$ cat config.mk
export PLATFORM = sky130hd
export DESIGN_NAME = audio_i2s_tx
export DESIGN_NICKNAME = d
export VERILOG_FILES = /design/src/rtl/audio_pkg.sv /design/src/rtl/audio_frame_fifo.sv /design/src/rtl/audio_i2s_tx.sv
export SDC_FILE = /design/constraint.sdc
export NUM_CORES = 2
export LEC_CHECK = 0
export BUFFER_PORTS_ARGS = -buffer_cell sky130_fd_sc_hd__buf_2
export CORE_AREA = 2 2 480 291
export DETAILED_ROUTE_END_ITERATION = 8
export DIE_AREA = 0 0 482 293
export PLACE_DENSITY = 0.87
export SKIP_CTS_REPAIR_TIMING = 1
export SLEW_MARGIN = 40
export SYNTH_ARGS = -nofsm -noshare
export SYNTH_HDL_FRONTEND = slang
export SYNTH_SLANG_ARGS = --single-unit
$ cat constraint.sdc
create_clock -name clk -period 4.18 [get_ports clk]
set_clock_uncertainty 0.05 [all_clocks]
set_input_delay 1.045 -clock clk [delete_from_list [all_inputs] [get_ports clk]]
set_output_delay 1.045 -clock clk [all_outputs]
set_load 0.02 [all_outputs]
$ cat src/rtl/audio_pkg.sv
// Shared types, helpers and parameter-legality macros for the audio transmit path.
`ifndef AUDIO_PKG_SV
`define AUDIO_PKG_SV

// Sample must fit inside its slot.
`define AUDIO_DATA_W_OK(dw, sw) (((dw) >= 1) && ((dw) <= (sw)))
// FIFO depth must be a power of two, at least two frames.
`define AUDIO_DEPTH_OK(d) (((d) >= 2) && ((((d) - 1) & (d)) == 0))
// Bit clock half-period must be at least one system clock.
`define AUDIO_BCLK_HALF_OK(bh) ((bh) >= 1)

package audio_pkg;

    // Serial format: I2S delays the MSB one BCLK behind the LRCK edge.
    typedef enum logic {
        FMT_I2S = 1'b0,
        FMT_LJ  = 1'b1
    } fmt_e;

    // Number of BCLK periods in one stereo frame.
    function automatic int unsigned frame_w(input int unsigned slot_w);
        return 2 * slot_w;
    endfunction

endpackage

`endif

$ cat src/rtl/audio_frame_fifo.sv
// Synchronous frame FIFO: registered ready/level, read data valid in the pop cycle.
module audio_frame_fifo
#(
    parameter int unsigned WIDTH = 32,
    parameter int unsigned DEPTH = 64
) (
    input  logic                   clk,
    input  logic                   reset_n,
    input  logic                   push,
    input  logic [WIDTH-1:0]       push_data,
    input  logic                   pop,
    output logic [WIDTH-1:0]       rd_data_c,
    output logic                   ready,
    output logic [$clog2(DEPTH):0] level
);

    localparam int unsigned PTR_W = $clog2(DEPTH);
    localparam int unsigned LVL_W = PTR_W + 1;

    logic [WIDTH-1:0] mem [DEPTH];
    logic [PTR_W-1:0] wr_ptr;
    logic [PTR_W-1:0] rd_ptr;
    logic [PTR_W-1:0] wr_ptr_d;
    logic [PTR_W-1:0] rd_ptr_d;
    logic [LVL_W-1:0] level_d;
    logic             push_ok;
    logic             pop_ok;

    // Head of queue is presented combinationally so the consumer sees it as it pops.
    assign rd_data_c = mem[rd_ptr];

    // Qualify requests and compute next pointers and occupancy.
    always_comb begin
        push_ok  = push && ready;
        pop_ok   = pop && (level != '0);
        wr_ptr_d = wr_ptr;
        rd_ptr_d = rd_ptr;
        level_d  = level;
        if (push_ok) begin
            wr_ptr_d = wr_ptr + 1'b1;
        end
        if (pop_ok) begin
            rd_ptr_d = rd_ptr + 1'b1;
        end
        case ({push_ok, pop_ok})
            2'b10:   level_d = level + 1'b1;
            2'b01:   level_d = level - 1'b1;
            default: level_d = level;
        endcase
    end

    // Storage array; contents need no reset since level tracks validity.
    always_ff @(posedge clk) begin
        if (push_ok) begin
            mem[wr_ptr] <= push_data;
        end
    end

    // Pointers, level and ready; ready is derived from next level so it stays exact.
    always_ff @(posedge clk or negedge reset_n) begin
        if (!reset_n) begin
            wr_ptr <= '0;
            rd_ptr <= '0;
            level  <= '0;
            ready  <= 1'b0;
        end else begin
            wr_ptr <= wr_ptr_d;
            rd_ptr <= rd_ptr_d;
            level  <= level_d;
            ready  <= (level_d != LVL_W'(DEPTH));
        end
    end

endmodule

$ cat src/rtl/audio_i2s_tx.sv
// Stereo I2S / left-justified transmitter, BCLK and LRCK master for the WM8731 DAC.
module audio_i2s_tx
    import audio_pkg::*;
#(
    parameter int unsigned DATA_W    = 16,
    parameter int unsigned SLOT_W    = 32,
    parameter int unsigned DEPTH     = 64,
    parameter int unsigned BCLK_HALF = 8
) (
    input  logic                   clk,
    input  logic                   reset_n,
    input  logic                   enable,
    input  logic                   fmt,
    input  logic                   wr_valid,
    input  logic [2*DATA_W-1:0]    wr_data,
    output logic                   wr_ready,
    input  logic                   clear_underrun,
    output logic                   underrun,
    output logic [$clog2(DEPTH):0] fifo_level,
    output logic                   aud_bclk,
    output logic                   aud_daclrck,
    output logic                   aud_dacdat
);

    localparam int unsigned FRAME_W = frame_w(SLOT_W);
    localparam int unsigned BIT_W   = $clog2(FRAME_W);
    localparam int unsigned DIV_W   = (BCLK_HALF > 1) ? $clog2(BCLK_HALF) : 1;
    localparam int unsigned PAD_W   = SLOT_W - DATA_W;

    // Elaboration-time legality checks.
    if (!(`AUDIO_DATA_W_OK(DATA_W, SLOT_W))) begin : g_chk_data_w
        $error("audio_i2s_tx: DATA_W must be in 1..SLOT_W");
    end
    if (!(`AUDIO_DEPTH_OK(DEPTH))) begin : g_chk_depth
        $error("audio_i2s_tx: DEPTH must be a power of two and >= 2");
    end
    if (!(`AUDIO_BCLK_HALF_OK(BCLK_HALF))) begin : g_chk_bclk_half
        $error("audio_i2s_tx: BCLK_HALF must be >= 1");
    end

    logic [DIV_W-1:0]    div_q;
    logic [DIV_W-1:0]    div_d;
    logic [BIT_W-1:0]    bitcnt_q;
    logic [BIT_W-1:0]    bitcnt_d;
    logic                bclk_d;
    logic                lrck_d;
    logic                dat_d;
    logic [FRAME_W-1:0]  sh_q;
    logic [FRAME_W-1:0]  sh_d;
    logic                und_d;
    fmt_e                fmt_q;
    fmt_e                fmt_d;
    logic [FRAME_W-1:0]  frame_c;
    logic                pop_c;
    logic                set_und_c;
    logic                fifo_empty_c;
    logic [2*DATA_W-1:0] fifo_rd_c;
    logic [SLOT_W-1:0]   slot_l_c;
    logic [SLOT_W-1:0]   slot_r_c;

    audio_frame_fifo #(
        .WIDTH (2 * DATA_W),
        .DEPTH (DEPTH)
    ) u_fifo (
        .clk       (clk),
        .reset_n   (reset_n),
        .push      (wr_valid),
        .push_data (wr_data),
        .pop       (pop_c),
        .rd_data_c (fifo_rd_c),
        .ready     (wr_ready),
        .level     (fifo_level)
    );

    // Left-align each channel sample inside its slot, padding LSBs with zeros.
    assign slot_l_c     = SLOT_W'(fifo_rd_c[2*DATA_W-1 -: DATA_W]) << PAD_W;
    assign slot_r_c     = SLOT_W'(fifo_rd_c[DATA_W-1:0]) << PAD_W;
    assign fifo_empty_c = (fifo_level == '0);

    // Divider, bit counter, LRCK, frame load/shift and underrun next-state.
    always_comb begin
        div_d     = div_q;
        bitcnt_d  = bitcnt_q;
        bclk_d    = aud_bclk;
        lrck_d    = aud_daclrck;
        dat_d     = aud_dacdat;
        sh_d      = sh_q;
        fmt_d     = fmt_q;
        frame_c   = '0;
        pop_c     = 1'b0;
        set_und_c = 1'b0;

        if (!enable) begin
            div_d    = '0;
            bitcnt_d = BIT_W'(FRAME_W - 1);
            bclk_d   = 1'b0;
            lrck_d   = 1'b0;
            dat_d    = 1'b0;
            sh_d     = '0;
            fmt_d    = fmt_e'(fmt);
        end else if (div_q == DIV_W'(BCLK_HALF - 1)) begin
            div_d  = '0;
            bclk_d = ~aud_bclk;
            if (aud_bclk) begin
                // Fall event: advance bit position and present the next data bit.
                bitcnt_d = (bitcnt_q == BIT_W'(FRAME_W - 1)) ? '0 : bitcnt_q + 1'b1;
                if (bitcnt_d == '0) begin
                    if (fifo_empty_c) begin
                        set_und_c = 1'b1;
                    end else begin
                        frame_c = {slot_l_c, slot_r_c};
                        pop_c   = 1'b1;
                    end
                end else begin
                    frame_c = sh_q;
                end
                dat_d = frame_c[FRAME_W-1];
                sh_d  = frame_c << 1;

                if (fmt_q == FMT_LJ) begin
                    if (bitcnt_d == '0) begin
                        lrck_d = 1'b0;
                    end else if (bitcnt_d == BIT_W'(SLOT_W)) begin
                        lrck_d = 1'b1;
                    end
                end else begin
                    if (bitcnt_d == BIT_W'(FRAME_W - 1)) begin
                        lrck_d = 1'b0;
                    end else if (bitcnt_d == BIT_W'(SLOT_W - 1)) begin
                        lrck_d = 1'b1;
                    end
                end
            end
        end else begin
            div_d = div_q + 1'b1;
        end

        // A new underrun outranks a simultaneous clear request.
        und_d = set_und_c | (underrun & ~clear_underrun);
    end

    // State and pin registers.
    always_ff @(posedge clk or negedge reset_n) begin
        if (!reset_n) begin
            div_q       <= '0;
            bitcnt_q    <= BIT_W'(FRAME_W - 1);
            aud_bclk    <= 1'b0;
            aud_daclrck <= 1'b0;
            aud_dacdat  <= 1'b0;
            sh_q        <= '0;
            underrun    <= 1'b0;
            fmt_q       <= FMT_I2S;
        end else begin
            div_q       <= div_d;
            bitcnt_q    <= bitcnt_d;
            aud_bclk    <= bclk_d;
            aud_daclrck <= lrck_d;
            aud_dacdat  <= dat_d;
            sh_q        <= sh_d;
            underrun    <= und_d;
            fmt_q       <= fmt_d;
        end
    end

endmodule

Yosys cells after proc, flatten, opt, wreduce, memory -nomap -nowiden:

Memories as Yosys holds them, arrays and structs flattened.
Cells that the tools add are included.

* register bits: 98
* memory bits (writable): 2048
* input bits: 38
* output and inout bits: 12
* word-level logic and storage cells: 79
* memories: 1

Memories
* u_fifo.mem: words 64, bits a word 32, read ports 1, clocked after Yosys merged registers in 0, wr ports 1, line audio_frame_fifo.sv:20 `logic [WIDTH-1:0] mem [DEPTH];`

* add/subtract/negate cells: 6
* equal/unequal tests: 12
* multiplexer cells: 37
* bitwise operators: 4
* reductions and logical operators: 7

Operator list (number)
* two-way mux 64 bit: 5
* two-way mux 1 bit: 25
* two-way mux 6 bit: 4
* adder 6 x 1 -> 6 bit, second input constant: 3
* equality test 6 bit, second input constant: 3
* one-hot mux 7 bit (2 select lines): 1
* adder 7 x 1 -> 7 bit, second input constant: 1
* logical NOT 7 bit: 1
* != test 7 bit, second input constant: 1
* nonzero test 7 bit: 1
* subtractor 7 x 1 -> 7 bit, second input constant: 1
* equality test 6 x 5 -> 1 bit, second input constant: 1
* logical NOT 6 bit: 1
* two-way mux 3 bit: 2
* != test 2 x 1 -> 1 bit, second input constant: 2
* != test 4 x 1 -> 1 bit, second input constant: 1
* != test 4 x 2 -> 1 bit, second input constant: 1
* AND reduction 4 bit: 1
* adder 3 x 1 -> 3 bit, second input constant: 1
* equality test 3 bit, second input constant: 1
* equality test 2 x 1 -> 1 bit, second input constant: 1
* equality test 2 bit, second input constant: 1
* logical AND 1 bit: 2
* NOT 1 bit: 2
* 3 further kinds: 3

Longest topological paths before layout:

* depth after elaboration: 11
* gate-level depth with buffers: 17
* mapped depth without buffers: 15

By module:

A second synthesis with hierarchy kept.

* cell total of the unflattened synthesis: 3664
* area total of the unflattened synthesis: 82022.4 µm²

By module, submodules not included
* audio_frame_fifo: times used 1, cells each 3442, area each 79393.6 µm², seq. area each 61999.5 µm²
* audio_i2s_tx: times used 1, cells each 222, area each 2628.8 µm², seq. area each 1534.0 µm²

Worst setup path before layout:

OpenSTA, ideal clock, no wires.

* path type: in2reg
* start point: in enable
* end point: reg u_fifo.ready
* setup time: 0.136 ns
* arrival: 3.571 ns
* setup slack: 0.423 ns
* cell stages on the path: 14
* path buffers: 2
* cells stage by stage: clkbuf_1 > o2111ai_1 > nand2b_1 > buf_4 > inv_2 > ha_1 > inv_1 > fa_1 > nor2b_1 > o21a_1 > o21a_1 > o31ai_1 > nor4_1 > nand4_1

* longest elaborated chain between the ends: 5

RTL lines
* start: declaration: line audio_i2s_tx.sv:12 `input logic enable,`
* two-way mux 1 bit (*): line audio_i2s_tx.sv:93 `if (!enable) begin`
* logical AND 1 bit (*): line audio_frame_fifo.sv:35 `pop_ok = pop && (level != '0);`
* via u_fifo.pop_ok: line audio_frame_fifo.sv:27 `logic pop_ok;`
* equality test 2 x 1 -> 1 bit or equality test 2 bit (tied branches): line audio_frame_fifo.sv:45 `case ({push_ok, pop_ok})`
* one-hot mux 7 bit (2 select lines) (*): line audio_frame_fifo.sv:45
* via u_fifo.level_d[4]: line audio_frame_fifo.sv:25 `logic [LVL_W-1:0] level_d;`
* != test 7 bit (*): line audio_frame_fifo.sv:70 `ready <= (level_d != LVL_W'(DEPTH));`
* end signal: assignment: line audio_frame_fifo.sv:70
* end: declaration: line audio_frame_fifo.sv:13 `output logic ready,`

The timed path passes the listed nets; every way through them passes the cells marked *.
A chain may end at the register's enable or synchronous reset.

Final worst setup path:

* start point: reg u_fifo.rd_ptr[4]
* end point: reg sh_q[61]

* longest elaborated chain between the ends: 6

RTL lines
* start: declaration: line audio_frame_fifo.sv:22 `logic [PTR_W-1:0] rd_ptr;`
* start signal: assignment: line audio_frame_fifo.sv:68 `rd_ptr <= rd_ptr_d;`
* memory (64 x 32 bit)
* two-way mux 64 bit: line audio_i2s_tx.sv:108 `if (fifo_empty_c) begin`
* two-way mux 64 bit: line audio_i2s_tx.sv:107 `if (bitcnt_d == '0) begin`
* two-way mux 64 bit: line audio_i2s_tx.sv:104 `if (aud_bclk) begin`
* two-way mux 64 bit: line audio_i2s_tx.sv:101 `end else if (div_q == DIV_W'(BCLK_HALF - 1)) begin`
* two-way mux 64 bit: line audio_i2s_tx.sv:93
* end signal: assignment: line audio_i2s_tx.sv:150 `sh_q <= '0;`
* end signal: assignment: line audio_i2s_tx.sv:159 `sh_q <= sh_d;`
* end: declaration: line audio_i2s_tx.sv:48 `logic [FRAME_W-1:0] sh_q;`

Every way passes these cells. The select of a mux whose other input is x is not followed.

==> results.json <==
{
  "rsz0062_at_grt": "false",
  "antenna_left": 0,
  "cts_tree": "built",
  "p_switching_uw": 9640,
  "grt_overflow": 0,
  "totalWireLength_um": 239000,
  "path_clk_slew_ns": 0.07,
  "hold_path_class": "input port to asynchronous set/reset pin",
  "cp.depth": 5,
  "endpoint": "sh_q[61]$_DFFE_PN0P_",
  "row_count": 105,
  "cp_max_fo": 37,
  "synth_edf_count": 2048,
  "cts.path.max_buffers": 3,
  "clock_power_share_pct": 38.3,
  "synth-seq-cells": 2129,
  "drc": 0,
  "die_w_um": 482,
  "synthCells": 3733,
  "path_class": "register to register",
  "avgRoutedWirePerCell_um": 40.2,
  "synthArstFlopShare_pct": 3.80,
  "crit_family": "buffers and inverters",
  "p_int_uw": 33500,
  "p_per_area_nw_per_um2": 471,
  "fp.dieH_um": 293,
  "p_sw_share_pct": 22.4,
  "finalCriticalPeriod_ns": 3.68,
  "final_cell_mix": "edfxtp_1, mux4_2, buf_4",
  "ios": 50,
  "synth_area_per_cell_um2": 21.9,
  "critPathMaxStageDelay_ns": 0.97,
  "cp_num_buf_inv": 2,
  "dp_worst_setup_slack_ns": 0.473,
  "cp.arrival_ns": 4.29,
  "cts_root_buffer": "clkbuf_16",
  "cp-end-kind": "register",
  "layout.nets": 4021,
  "irDropWorstVdd_mv": 0.509,
  "numCtsBuffers": 172,
  "ys.warnings.count": 0,
  "maxCapViolations": 0,
  "hpwl_um": 132000,
  "placed_area_um2": 86000,
  "synth.distinct_cells": 64,
  "slew_violations": 0,
  "setup_viol": 0,
  "final_common_cell": "edfxtp_1",
  "reg2reg_depth": 5,
  "clk_latency_ns": 0.82,
  "start_util_pct": 60.0,
  "area_delta_synth_final_pct": 12.0,
  "ys_seq_area_share_pct": 77.7,
  "tns_ns": 0,
  "drive_gt1_share_pct": 27.4,
  "track_usage_pct": 34.1,
  "reg2reg_to": "sh_q[61]$_DFFE_PN0P_",
  "power_frac_seq_pct": 56.7,
  "grt_max_degree": 65,
  "grt_pass1_vias": 43670,
  "p_leak_uw": 0.0282,
  "viasPerCell": 7.54,
  "worstPathRequired_ns": 4.79,
  "reg2reg_setup_slack_ns": 0.50,
  "gp_congestion": 1.01,
  "synthFlopType": "edfxtp_1",
  "finalWorstSetupSlack_ns": 0.498,
  "startpoint": "u_fifo.rd_ptr[4]$_DFFE_PN0P_",
  "hold_viol": 0,
  "reg2reg_from": "u_fifo.rd_ptr[4]$_DFFE_PN0P_",
  "worst_pin_slew_ns": 0.974,
  "slew_headroom_pct": 34.6,
  "grt_pass1_wl_um": 333000,
  "synth_nets": 3784,
  "slowest_stage": "dfrtp_2",
  "fin_area_um2": 91600,
  "vias": 44813,
  "max_freq_mhz": 272,
  "crit_path_cell_trace": "clkinv_2 -> buf_12 -> mux4_2 -> a22oi_1 -> nand2_1",
  "core_um2": 136000,
  "antenna_found_initial": 11,
  "status": "completed",
  "firstDrtPassIters": 8,
  "io_buffers": 49,
  "drtIter0Drc": 8768,
  "htreeDepth": 4,
  "dieArea_um2": 141000,
  "period_share_pct": 88.1,
  "netlist_area_um2": 81800,
  "comb_power_share_pct": 5.0,
  "startpoint_type": "register",
  "cts.sinks": 2129
}
## state kept, by name, summed over array words and instances, names as in the netlist, 3 cells and up
signal         count
u_fifo.mem      2048
sh_q              47
u_fifo.level       7
bitcnt_q           6
u_fifo.rd_ptr      6
u_fifo.wr_ptr      6
div_q              3
## synth_stat cells, types with 16 or more instances
cell type  number  area, um^2
a22o_1         26         228
a32oi_1        19         166
nor3_1         41         205
nor2b_1        19         119
buf_4          25         188
nor2_1        101         379
mux2i_1       106        1060
dfrtp_1        75        1880
nand3_1        61         305
nand2_1       146         548
a211oi_1       16         120
edfxtp_1     2048       61500
o21ai_0        24         120
a31oi_1        20         125
a22oi_1        48         360
mux4_2        512       11500
o22ai_1        76         475
clkbuf_1       69         259
buf_2          82         410
buf_6          17         191
a21oi_1        28         140
## per-layer routing
metal,routed length (um),GRT usage [%]
met1,79300,46.8
met2,106000,49.5
met3,40800,13.1
met4,12400,14.5
met5,515,1.54
## cells by family (layout without fill, tap and decap cells)
kind of cell,count (synthesis),after routing,share of synthesized area [%]
XOR/XNOR,18,18,0.193
AO/OA/AOI/OAI,308,308,2.66
buffers and inverters,215,597,1.38
multiplexers,628,628,15.5
AND/OR/NAND/NOR,422,422,2.35
adder cells (fa/ha/maj),13,13,0.208
other,0,8,0
flip-flops,2129,2129,77.7
## through the flow
| step | util, % | hold WS (ns) | total power (uW) | cells |
|---|---|---|---|---|
| 4_1_cts | 67.1 | 0.0654 | 43100 | 5932 |
| 5_1_grt | 67.2 | 0.0987 | 43900 | 5936 |
| 6_report | 67.2 | 0.104 | 43100 | 5942 |
| 2_1_floorplan | - | 0.364 | 25600 | 3733 |
| 3_3_place_gp | 63.0 | 0.376 | 26800 | 5613 |
| 3_5_place_dp | 63.1 | 0.387 | 26900 | 5613 |
## worst min-delay path by stage
stage / to / slack [ns] / depth (start not counted)
floorplan: div_q[0]$_DFF_PN0_ / 0.36 / 1
global placement: div_q[0]$_DFF_PN0_ / 0.38 / 1
detailed placement: div_q[0]$_DFF_PN0_ / 0.39 / 1
CTS: sh_q[43]$_DFFE_PN0P_ / 0.07 / 1
global route: sh_q[43]$_DFFE_PN0P_ / 0.1 / 1
finish: sh_q[44]$_DFFE_PN0P_ / 0.10 / 1
## power groups by stage
stage	clock network [uW]	registers (uW)	logic [uW]
3_3_place_gp	0	24800	1950
4_1_cts	16600	24400	2070
6_report	16500	24400	2160
2_1_floorplan	0	24800	807
5_1_grt	17200	24500	2210
3_5_place_dp	0	24900	2040
## layout make-up
cell class                 instances  area [um^2]
tap                             1819         2280
clock buffer                     222         4700
inverter                          10         38.8
fill                            7812        44800
timing repair buffer             268         2540
clock inverter                    97          861
sequential                      2129        63500
multi-input combinational       1389        17600
antenna                            8         20.0
Power figures use the tool's default switching activity.
